[config.mk]
export PLATFORM = sky130hd
export DESIGN_NAME = load_store_agu_flat
export DESIGN_NICKNAME = d
export VERILOG_FILES = /design/src/rtl/load_store_agu_pkg.sv /design/src/rtl/load_store_agu_if.sv /design/src/rtl/load_store_agu.sv /design/src/flat_wrapper.sv
export SDC_FILE = /design/constraint.sdc
export NUM_CORES = 1
export LEC_CHECK = 0
export ABC_AREA = 0
export BUFFER_PORTS_ARGS = -buffer_cell sky130_fd_sc_hd__buf_2
export CAP_MARGIN = 0
export CELL_PAD_IN_SITES_DETAIL_PLACEMENT = 1
export CELL_PAD_IN_SITES_GLOBAL_PLACEMENT = 2
export CORE_ASPECT_RATIO = 1.75
export CORE_MARGIN = 5
export CORE_UTILIZATION = 25
export CTS_CLUSTER_SIZE = 16
export DETAILED_ROUTE_END_ITERATION = 8
export PLACE_DENSITY = 0.88
export SKIP_LAST_GASP = 1
export SLEW_MARGIN = 30
export SYNTH_ARGS = -nofsm -noshare
export SYNTH_HDL_FRONTEND = slang
export SYNTH_SLANG_ARGS = --single-unit
[constraint.sdc]
create_clock -name clk -period 1.49 [get_ports clk]
set_input_delay 0.0745 -clock clk [delete_from_list [all_inputs] [get_ports clk]]
set_output_delay 0.0745 -clock clk [all_outputs]
set_load 0.005 [all_outputs]
[src/rtl/load_store_agu_pkg.sv]
// Shared types and helpers for the load/store address-generation stage.
// Byte lanes and data words use MSB-first [0:N-1] numbering.
package load_store_agu_pkg;

  typedef enum logic [1:0] {
    LS_BYTE = 2'd0,
    LS_HALF = 2'd1,
    LS_WORD = 2'd2
  } ls_size_t;

  typedef struct packed {
    ls_size_t size;
    logic     is_store;
    logic     byte_reverse;
    logic     update;
  } ls_op_t;

  localparam logic [0:3] MASK_BYTE = 4'b1000;
  localparam logic [0:3] MASK_HALF = 4'b1100;
  localparam logic [0:3] MASK_WORD = 4'b1111;

  function automatic logic [0:3] ls_byte_mask(
    input ls_size_t size
  );
    logic [0:3] m;
    m = '0;
    unique case (1'b1)
      size == LS_BYTE: m = MASK_BYTE;
      size == LS_HALF: m = MASK_HALF;
      size == LS_WORD: m = MASK_WORD;
      default:         m = '0;
    endcase
    return m;
  endfunction

  // Low-order source bytes move to the left-most lanes.
  function automatic logic [0:31] ls_align_store(
    input ls_size_t    size,
    input logic        byte_reverse,
    input logic [0:31] data
  );
    logic [0:31] d;
    d = '0;
    unique case (1'b1)
      size == LS_BYTE:
        d = {data[24:31], 24'b0};
      size == LS_HALF:
        d = byte_reverse
          ? {data[24:31], data[16:23], 16'b0}
          : {data[16:31], 16'b0};
      size == LS_WORD:
        d = byte_reverse
          ? {data[24:31], data[16:23],
             data[8:15], data[0:7]}
          : data;
      default:
        d = '0;
    endcase
    return d;
  endfunction

endpackage

[src/rtl/load_store_agu_if.sv]
// Bundle of the op input, data_mem output and update-result ports.
// master drives ops and consumes results; slave is the AGU.
interface load_store_agu_if
  import load_store_agu_pkg::*;
#(
  parameter int RS_ID_WIDTH = 7
);

  logic                   input_valid;
  logic                   input_ready;
  logic [RS_ID_WIDTH-1:0] rs_id_in;
  logic [4:0]             result_reg_addr_in;
  logic [4:0]             ra_addr_in;
  ls_op_t                 ls_op_in;
  logic                   ra_is_zero;
  logic [0:31]            operand_a;
  logic [0:31]            operand_b;
  logic [0:31]            store_data;

  logic                   mem_valid;
  logic                   mem_ready;
  logic [RS_ID_WIDTH-1:0] rs_id_out;
  logic [4:0]             result_reg_addr_out;
  logic [0:31]            mem_address;
  logic [0:3]             mem_write_en;
  logic [0:31]            mem_write_data;
  logic [0:3]             mem_read_en;

  logic                   upd_valid;
  logic                   upd_ready;
  logic [RS_ID_WIDTH-1:0] upd_rs_id;
  logic [4:0]             upd_reg_addr;
  logic [0:31]            upd_value;

  modport slave (
    input  input_valid,
    output input_ready,
    input  rs_id_in,
    input  result_reg_addr_in,
    input  ra_addr_in,
    input  ls_op_in,
    input  ra_is_zero,
    input  operand_a,
    input  operand_b,
    input  store_data,
    output mem_valid,
    input  mem_ready,
    output rs_id_out,
    output result_reg_addr_out,
    output mem_address,
    output mem_write_en,
    output mem_write_data,
    output mem_read_en,
    output upd_valid,
    input  upd_ready,
    output upd_rs_id,
    output upd_reg_addr,
    output upd_value
  );

  modport master (
    output input_valid,
    input  input_ready,
    output rs_id_in,
    output result_reg_addr_in,
    output ra_addr_in,
    output ls_op_in,
    output ra_is_zero,
    output operand_a,
    output operand_b,
    output store_data,
    input  mem_valid,
    output mem_ready,
    input  rs_id_out,
    input  result_reg_addr_out,
    input  mem_address,
    input  mem_write_en,
    input  mem_write_data,
    input  mem_read_en,
    input  upd_valid,
    output upd_ready,
    input  upd_rs_id,
    input  upd_reg_addr,
    input  upd_value
  );

endinterface

[src/rtl/load_store_agu.sv]
// Load/store AGU: effective address, lane masks and store alignment,
// registered once and forked to data_mem and the rA update port.
module load_store_agu
  import load_store_agu_pkg::*;
#(
  parameter int RS_ID_WIDTH = 7
) (
  input logic             clk,
  input logic             rst_n,
  load_store_agu_if.slave bus
);

  logic                   accept;
  logic                   mem_pend;
  logic                   mem_pend_d;
  logic                   upd_pend;
  logic                   upd_pend_d;

  logic [0:31]            base;
  logic [0:31]            ea;
  logic [0:3]             mask;
  logic [0:3]             wen_d;
  logic [0:3]             ren_d;
  logic [0:31]            wdata_d;

  logic [RS_ID_WIDTH-1:0] rs_id_q;
  logic [4:0]             rd_q;
  logic [4:0]             ra_q;
  logic [0:31]            ea_q;
  logic [0:3]             wen_q;
  logic [0:3]             ren_q;
  logic [0:31]            wdata_q;

  // Stage frees up once both consumers finish this cycle.
  assign bus.input_ready =
    (~mem_pend | bus.mem_ready) &
    (~upd_pend | bus.upd_ready);

  assign accept = bus.input_valid
                & bus.input_ready;

  always_comb begin
    base    = bus.ra_is_zero ? '0 : bus.operand_a;
    ea      = base + bus.operand_b;
    mask    = ls_byte_mask(bus.ls_op_in.size);
    wen_d   = '0;
    ren_d   = '0;
    wdata_d = '0;
    if (bus.ls_op_in.is_store) begin
      wen_d   = mask;
      wdata_d = ls_align_store(
        bus.ls_op_in.size,
        bus.ls_op_in.byte_reverse,
        bus.store_data
      );
    end else begin
      ren_d = mask;
    end
  end

  always_comb begin
    mem_pend_d = mem_pend & ~bus.mem_ready;
    upd_pend_d = upd_pend & ~bus.upd_ready;
    if (accept) begin
      mem_pend_d = 1'b1;
      upd_pend_d = bus.ls_op_in.update;
    end
  end

  always_ff @(posedge clk or negedge rst_n) begin
    if (!rst_n) begin
      mem_pend <= 1'b0;
      upd_pend <= 1'b0;
      rs_id_q  <= '0;
      rd_q     <= '0;
      ra_q     <= '0;
      ea_q     <= '0;
      wen_q    <= '0;
      ren_q    <= '0;
      wdata_q  <= '0;
    end else begin
      mem_pend <= mem_pend_d;
      upd_pend <= upd_pend_d;
      if (accept) begin
        rs_id_q <= bus.rs_id_in;
        rd_q    <= bus.result_reg_addr_in;
        ra_q    <= bus.ra_addr_in;
        ea_q    <= ea;
        wen_q   <= wen_d;
        ren_q   <= ren_d;
        wdata_q <= wdata_d;
      end
    end
  end

  assign bus.mem_valid           = mem_pend;
  assign bus.rs_id_out           = rs_id_q;
  assign bus.result_reg_addr_out = rd_q;
  assign bus.mem_address         = ea_q;
  assign bus.mem_write_en        = wen_q;
  assign bus.mem_write_data      = wdata_q;
  assign bus.mem_read_en         = ren_q;

  assign bus.upd_valid    = upd_pend;
  assign bus.upd_rs_id    = rs_id_q;
  assign bus.upd_reg_addr = ra_q;
  assign bus.upd_value    = ea_q;

endmodule

[src/flat_wrapper.sv]
// flat-port wrapper written by rule: the top's interface ports become plain ports
module load_store_agu_flat import load_store_agu_pkg::*;
#(
  parameter int RS_ID_WIDTH = 7
)
  (clk, rst_n, bus_input_valid, bus_input_ready, bus_rs_id_in, bus_result_reg_addr_in, bus_ra_addr_in, bus_ls_op_in, bus_ra_is_zero, bus_operand_a, bus_operand_b, bus_store_data, bus_mem_valid, bus_mem_ready, bus_rs_id_out, bus_result_reg_addr_out, bus_mem_address, bus_mem_write_en, bus_mem_write_data, bus_mem_read_en, bus_upd_valid, bus_upd_ready, bus_upd_rs_id, bus_upd_reg_addr, bus_upd_value);
  load_store_agu_if #(.RS_ID_WIDTH(RS_ID_WIDTH)) bus_i ();
  input logic clk;
  input logic rst_n;
  input wire logic [$bits(bus_i.input_valid)-1:0] bus_input_valid;
  output wire logic [$bits(bus_i.input_ready)-1:0] bus_input_ready;
  input wire logic [$bits(bus_i.rs_id_in)-1:0] bus_rs_id_in;
  input wire logic [$bits(bus_i.result_reg_addr_in)-1:0] bus_result_reg_addr_in;
  input wire logic [$bits(bus_i.ra_addr_in)-1:0] bus_ra_addr_in;
  input wire logic [$bits(bus_i.ls_op_in)-1:0] bus_ls_op_in;
  input wire logic [$bits(bus_i.ra_is_zero)-1:0] bus_ra_is_zero;
  input wire logic [$bits(bus_i.operand_a)-1:0] bus_operand_a;
  input wire logic [$bits(bus_i.operand_b)-1:0] bus_operand_b;
  input wire logic [$bits(bus_i.store_data)-1:0] bus_store_data;
  output wire logic [$bits(bus_i.mem_valid)-1:0] bus_mem_valid;
  input wire logic [$bits(bus_i.mem_ready)-1:0] bus_mem_ready;
  output wire logic [$bits(bus_i.rs_id_out)-1:0] bus_rs_id_out;
  output wire logic [$bits(bus_i.result_reg_addr_out)-1:0] bus_result_reg_addr_out;
  output wire logic [$bits(bus_i.mem_address)-1:0] bus_mem_address;
  output wire logic [$bits(bus_i.mem_write_en)-1:0] bus_mem_write_en;
  output wire logic [$bits(bus_i.mem_write_data)-1:0] bus_mem_write_data;
  output wire logic [$bits(bus_i.mem_read_en)-1:0] bus_mem_read_en;
  output wire logic [$bits(bus_i.upd_valid)-1:0] bus_upd_valid;
  input wire logic [$bits(bus_i.upd_ready)-1:0] bus_upd_ready;
  output wire logic [$bits(bus_i.upd_rs_id)-1:0] bus_upd_rs_id;
  output wire logic [$bits(bus_i.upd_reg_addr)-1:0] bus_upd_reg_addr;
  output wire logic [$bits(bus_i.upd_value)-1:0] bus_upd_value;
  assign bus_i.input_valid = bus_input_valid;
  assign bus_input_ready = bus_i.input_ready;
  assign bus_i.rs_id_in = bus_rs_id_in;
  assign bus_i.result_reg_addr_in = bus_result_reg_addr_in;
  assign bus_i.ra_addr_in = bus_ra_addr_in;
  assign bus_i.ls_op_in = bus_ls_op_in;
  assign bus_i.ra_is_zero = bus_ra_is_zero;
  assign bus_i.operand_a = bus_operand_a;
  assign bus_i.operand_b = bus_operand_b;
  assign bus_i.store_data = bus_store_data;
  assign bus_mem_valid = bus_i.mem_valid;
  assign bus_i.mem_ready = bus_mem_ready;
  assign bus_rs_id_out = bus_i.rs_id_out;
  assign bus_result_reg_addr_out = bus_i.result_reg_addr_out;
  assign bus_mem_address = bus_i.mem_address;
  assign bus_mem_write_en = bus_i.mem_write_en;
  assign bus_mem_write_data = bus_i.mem_write_data;
  assign bus_mem_read_en = bus_i.mem_read_en;
  assign bus_upd_valid = bus_i.upd_valid;
  assign bus_i.upd_ready = bus_upd_ready;
  assign bus_upd_rs_id = bus_i.upd_rs_id;
  assign bus_upd_reg_addr = bus_i.upd_reg_addr;
  assign bus_upd_value = bus_i.upd_value;
  load_store_agu #(.RS_ID_WIDTH(RS_ID_WIDTH)) u_core (.clk(clk), .rst_n(rst_n), .bus(bus_i));
endmodule
Word-level counts from Yosys, hierarchy flattened
Cells that the tools add are included.
{"block": "word_totals", "ff_bits": 91, "input_bits": 124, "out_inout_bits": 131}
{"block": "op_classes", "add_sub_neg": 1, "eq_ne": 2, "n_mux": 10, "n_bitwise": 10, "n_reduce_logical": 1}
{"cell": "32-bit 2-to-1 mux", "count": 4}
{"cell": "32-bit case mux with 3 select lines", "count": 1}
{"cell": "32-bit adder", "count": 1}
{"cell": "4-bit case mux with 3 select lines", "count": 1}
{"cell": "4-bit 2-to-1 mux", "count": 2}
{"cell": "1-bit AND", "count": 4}
{"cell": "1-bit NOT", "count": 4}
{"cell": "2-bit by 1-bit equality test with 1-bit output, second input constant", "count": 1}
{"cell": "2-bit equality test, second input constant", "count": 1}
{"cell": "2-bit logical NOT", "count": 1}
{"cell": "1-bit 2-to-1 mux", "count": 2}
{"cell": "1-bit bitwise OR", "count": 2}

Depth between registers and ports, before layout
{"block": "logic_depth", "depth_word": 5, "mapped_depth": 10, "depth_no_buf": 9}

Worst setup path before layout
Ideal clock, no wire load.
{"block": "synth_timing", "path_type": "in2reg", "startpoint": "input bus_ra_is_zero", "endpoint": "register u_core.ea_q (netlist bit u_core.bus.mem_address[1])", "setup_ns": 0.087, "arrival_time_ns": 2.222, "setup_slack_ns": -0.818, "cell_stages": 9, "n_path_buf": 1, "cell_sequence": "clkbuf_1 -> nor2b_1 -> fa_1 -> a21oi_2 -> o211ai_2 -> a221oi_4 -> a2111oi_4 -> a311o_1 -> o211ai_1"}
{"block": "synth_via", "elab_chain_cells": 2}
{"element": "start: declaration", "line_no": "flat_wrapper.sv:16", "rtl": "input wire logic [$bits(bus_i.ra_is_zero)-1:0] bus_ra_is_zero;"}
{"element": "32-bit 2-to-1 mux", "line_no": "load_store_agu.sv:43", "rtl": "base = bus.ra_is_zero ? '0 : bus.operand_a;"}
{"element": "32-bit adder", "line_no": "load_store_agu.sv:44", "rtl": "ea = base + bus.operand_b;"}
{"element": "end signal: assignment", "line_no": "load_store_agu.sv:77", "rtl": "ea_q <= '0;"}
{"element": "end signal: assignment", "line_no": "load_store_agu.sv:88", "rtl": "ea_q <= ea;"}
{"element": "end: declaration", "line_no": "load_store_agu.sv:29", "rtl": "logic [0:31] ea_q;"}
No other way between the ends.
A chain may end at the register's enable or synchronous reset.

Worst setup path in the final report
{"block": "layout_timing", "startpoint": "input bus_operand_a[0]", "endpoint": "register u_core.ea_q (netlist bit u_core.bus.mem_address[1])"}
{"block": "layout_via", "elab_chain_cells": 2}
{"element": "start: declaration", "line_no": "flat_wrapper.sv:17", "rtl": "input wire logic [$bits(bus_i.operand_a)-1:0] bus_operand_a;"}
{"element": "32-bit 2-to-1 mux", "line_no": "load_store_agu.sv:43"}
{"element": "32-bit adder", "line_no": "load_store_agu.sv:44"}
No other way between the ends.

==> metrics.yaml <==
avgSynthCellArea_um2: 8.68
nNetsFinal: 1260
synth_fa_ha_area_share_pct: 7.25
status: "complete, but fails checks"
drtAntennaViolNets: 0
period_share_pct: 130
synth_edf_count: 0
worst_slew_pin_slew_ps: 480
dieWidth_um: 130
synth_compound_area_share_pct: 24.3
setup_ws_ps: -446
insertedDiodeCount: 0
clkSinkCount: 89
reg2reg_setup_slack_ps: -160
violations: "negative setup slack"
fmax_ghz: 0.516
avgRoutedWirePerCell_um: 19.9
globalRouteOverflowTotal: 0
grt_max_degree: 44
drc: 0
finalSetupViolations: 34
syn_area_mm2: 0.00632
cp.arrival_ps: 2220
ys_seq_area_share_pct: 35.2
post-dp-hpwl_mm: 20.7
final_util_pct: 41.7
final_cells: 1421
synthCells: 728
grt_pass1_vias: 7722
cts_made_buffers: 9
synthMuxAreaShare_pct: 3.01
power_density_mw_per_mm2: 898
die_h_um: 220
cts_root_buffer: "clkbuf_16"
startpoint_type: "input port"
cp_slowest_cell: "fa_2"
grt_pass1_wl_mm: 41.2
worstSkewPairLatency_ps: 360
io_buffers: 254
maxCapViolCount: 0
crit_buf_inv: 3
min_period_ps: 1940
required_ps: 1780
rows: 77
async_flop_share_pct: 100
synth_top_family_by_area: "compound AO/OA/AOI/OAI gates"
post-synth-top-area-fraction_pct: 35.2
synth_top_flop_cell: "dfrtp_1"
syn_nets: 888
viasPerCell: 4.99
yosys.area.top_type: "dfrtp_1"
crit_fanout: 6
h-tree-depth: 3
power_leakage_nw: 5.22
finClkSkew_ps: 6.83
start_util_pct: 25.1
num_vias: 7092
drive_gt1_share_pct: 53.3
yosys_warnings: 0
cts_tree: "built"
ys_ff_latch: 89
path_class: "input port to flip-flop"
area_delta_synth_final_pct: 65.9
synthSimpleGateAreaFrac_pct: 19.3
drt_iter0_drc: 378
place_ws_ps: -1020
irDropWorstVdd_mv: 0.549
synthXorXnorAreaFrac_pct: 2.63
gp_congestion: 0.867
finalHoldViolCount: 0
dp_cells: 1354
rsz0062_at_grt: "yes"
path_cells: "buf_6, nor2b_4, ha_4, fa_2, a21oi_4, o211ai_4, a221oi_4, buf_12, a2111oi_4, buf_4, a311o_1, o211ai_1"
clockBufferDepth: 2
max_slew_margin_pct: 68.0
coreArea_mm2: 0.0251
crit_path_max_incr_delay_ps: 360
hp-class: "input port to flip-flop"
yosysUniqueCellTypes: 60
antenna_found_initial: 1
endpoint_kind: "flip-flop"
final-max-slew-violation-count: 0
first_pass_iters: 6
ios: 255
synth_area_leaders: "dfrtp_1, nand2_1, ha_1"
fillers: 2947
cp_top_family: "compound AO/OA/AOI/OAI gates"
grtUsageTotal_pct: 18.6
dieArea_mm2: 0.0287
tns_ps: -7890
clkTransAtPathRegs_ps: 80
wirelength_mm: 28.3
## placed cells by master, fill, tap and decap left out, types with 9 or more instances in the layout
cell type and n:
a21o_1 23, a21oi_1 28, a22oi_1 10, buf_2 251
buf_4 140, buf_6 18, clkbuf_16 13, dfrtp_1 89
dlygate4sd3_1 20, ha_1 24, ha_4 9, mux2i_1 10
nand2_1 129, nand2_2 13, nand2_4 12, nor2_1 10
nor2b_1 31, o21ai_0 11, o21ai_1 24, o31ai_1 9
o31ai_2 9
## worst min-delay path: stages
cell and delay, ps:
buf_2 120, a222oi_1 70, o21ai_1 110
## cell families after synthesis
group | count (synthesis)
compound gates | 209
xor+xnor | 19
fa+ha+maj | 36
buf+inv | 93
flops | 89
mux | 18
simple gates | 264
## repair_timing
action | CTS | global route
hold buffers | 20 | 0
pin swaps | 59 | 61
setup buffers | 16 | 10
gates cloned | 4 | 5
hold endpoints to repair | 50 | 0
setup endpoints to repair | 78 | 68
gates resized for setup | 95 | 119
## metrics by stage
| stage | power (mW) | hold slack, ps | area [um^2] |
|---|---|---|---|
| floorplan | 4.87 | -221 | 6430 |
| global placement | 6.28 | 57.5 | 8680 |
| detailed placement | 6.38 | 62.4 | 8680 |
| CTS | 9.14 | 31.4 | 9780 |
| global route | 9.97 | 73.1 | 10500 |
| finish | 9.42 | 57.6 | 10500 |
## power breakdown
| part | switching, mW | leakage [nW] | internal [mW] |
|---|---|---|---|
| combinational | 1.95 | 3.94 | 1.93 |
| clock | 1.18 | 0.146 | 1.19 |
| sequential | 0.355 | 1.14 | 2.82 |
## routing by layer
metal  track usage [%]  part of all wire (%)  wire length, um  vias to the layer above
li1                  -                     -                -                     3300
met5                 0                 0.046               13                        -
met1              17.7                    34             9490                     3514
met3              2.27                   4.0             1120                       64
met4              10.1                   4.5             1280                        2
met2              37.1                    58            16400                      212
## final timing paths
path / from / end / depth (start not counted)
min reg2reg: u_core.bus.mem_write_data[16] / u_core.bus.mem_write_data[16] / 2
max: bus_operand_a[0] / u_core.bus.mem_address[1] / 12
min: bus_store_data[7] / u_core.bus.mem_write_data[0] / 3
max in group asynchronous: rst_n / u_core.bus.mem_address[20] / 3
max reg2reg: u_core.bus.mem_valid / u_core.bus.mem_address[3] / 6
min in group asynchronous: rst_n / u_core.bus.result_reg_addr_out[1] / 2
## sequential cells by signal (all words and copies together) (netlist names)
register	cells
u_core.bus.mem_address	32
u_core.bus.mem_read_en	3
u_core.bus.mem_valid	1
u_core.bus.mem_write_data	32
u_core.bus.mem_write_en	3
u_core.bus.result_reg_addr_out	5
u_core.bus.rs_id_out	7
u_core.bus.upd_reg_addr	5
u_core.bus.upd_valid	1
## Yosys cell counts, types with 4 or more instances
cell      count
and3_1        7
xnor2_1      12
inv_1         6
nor3_1        9
nor2b_1      42
nand3_1      12
a211oi_1      4
a22o_1        8
o21ai_0      36
buf_1         6
or3_1         4
a222oi_1      8
nor2_1       14
o31ai_1      23
clkbuf_1     31
o211ai_1      4
dfrtp_1      89
mux2_2        8
o21ai_1       6
nand2_1     155
o21a_1        4
a22oi_1      10
nand3b_1      4
and2_1        4
a21oi_1      35
a21oi_2       6
buf_2         7
xor2_1        7
a21o_1       23
nand4_1       6
buf_4        41
o22ai_1       9
a31oi_1       5
ha_1         35
mux2i_1      10
## final cells by class
cell class	instances	area [um^2]	share of cell area, %
Timing Repair Buffer	448	3150	30.0
Clock buffer	9	225	2.15
Multi-Input combinational cell	546	4400	41.9
Sequential cell	89	2230	21.2
Clock inverter	7	68.8	0.656
Tap cell	316	395	3.77
Inverter	6	22.5	0.215
Note: power is estimated with default switching activity, not from simulation.
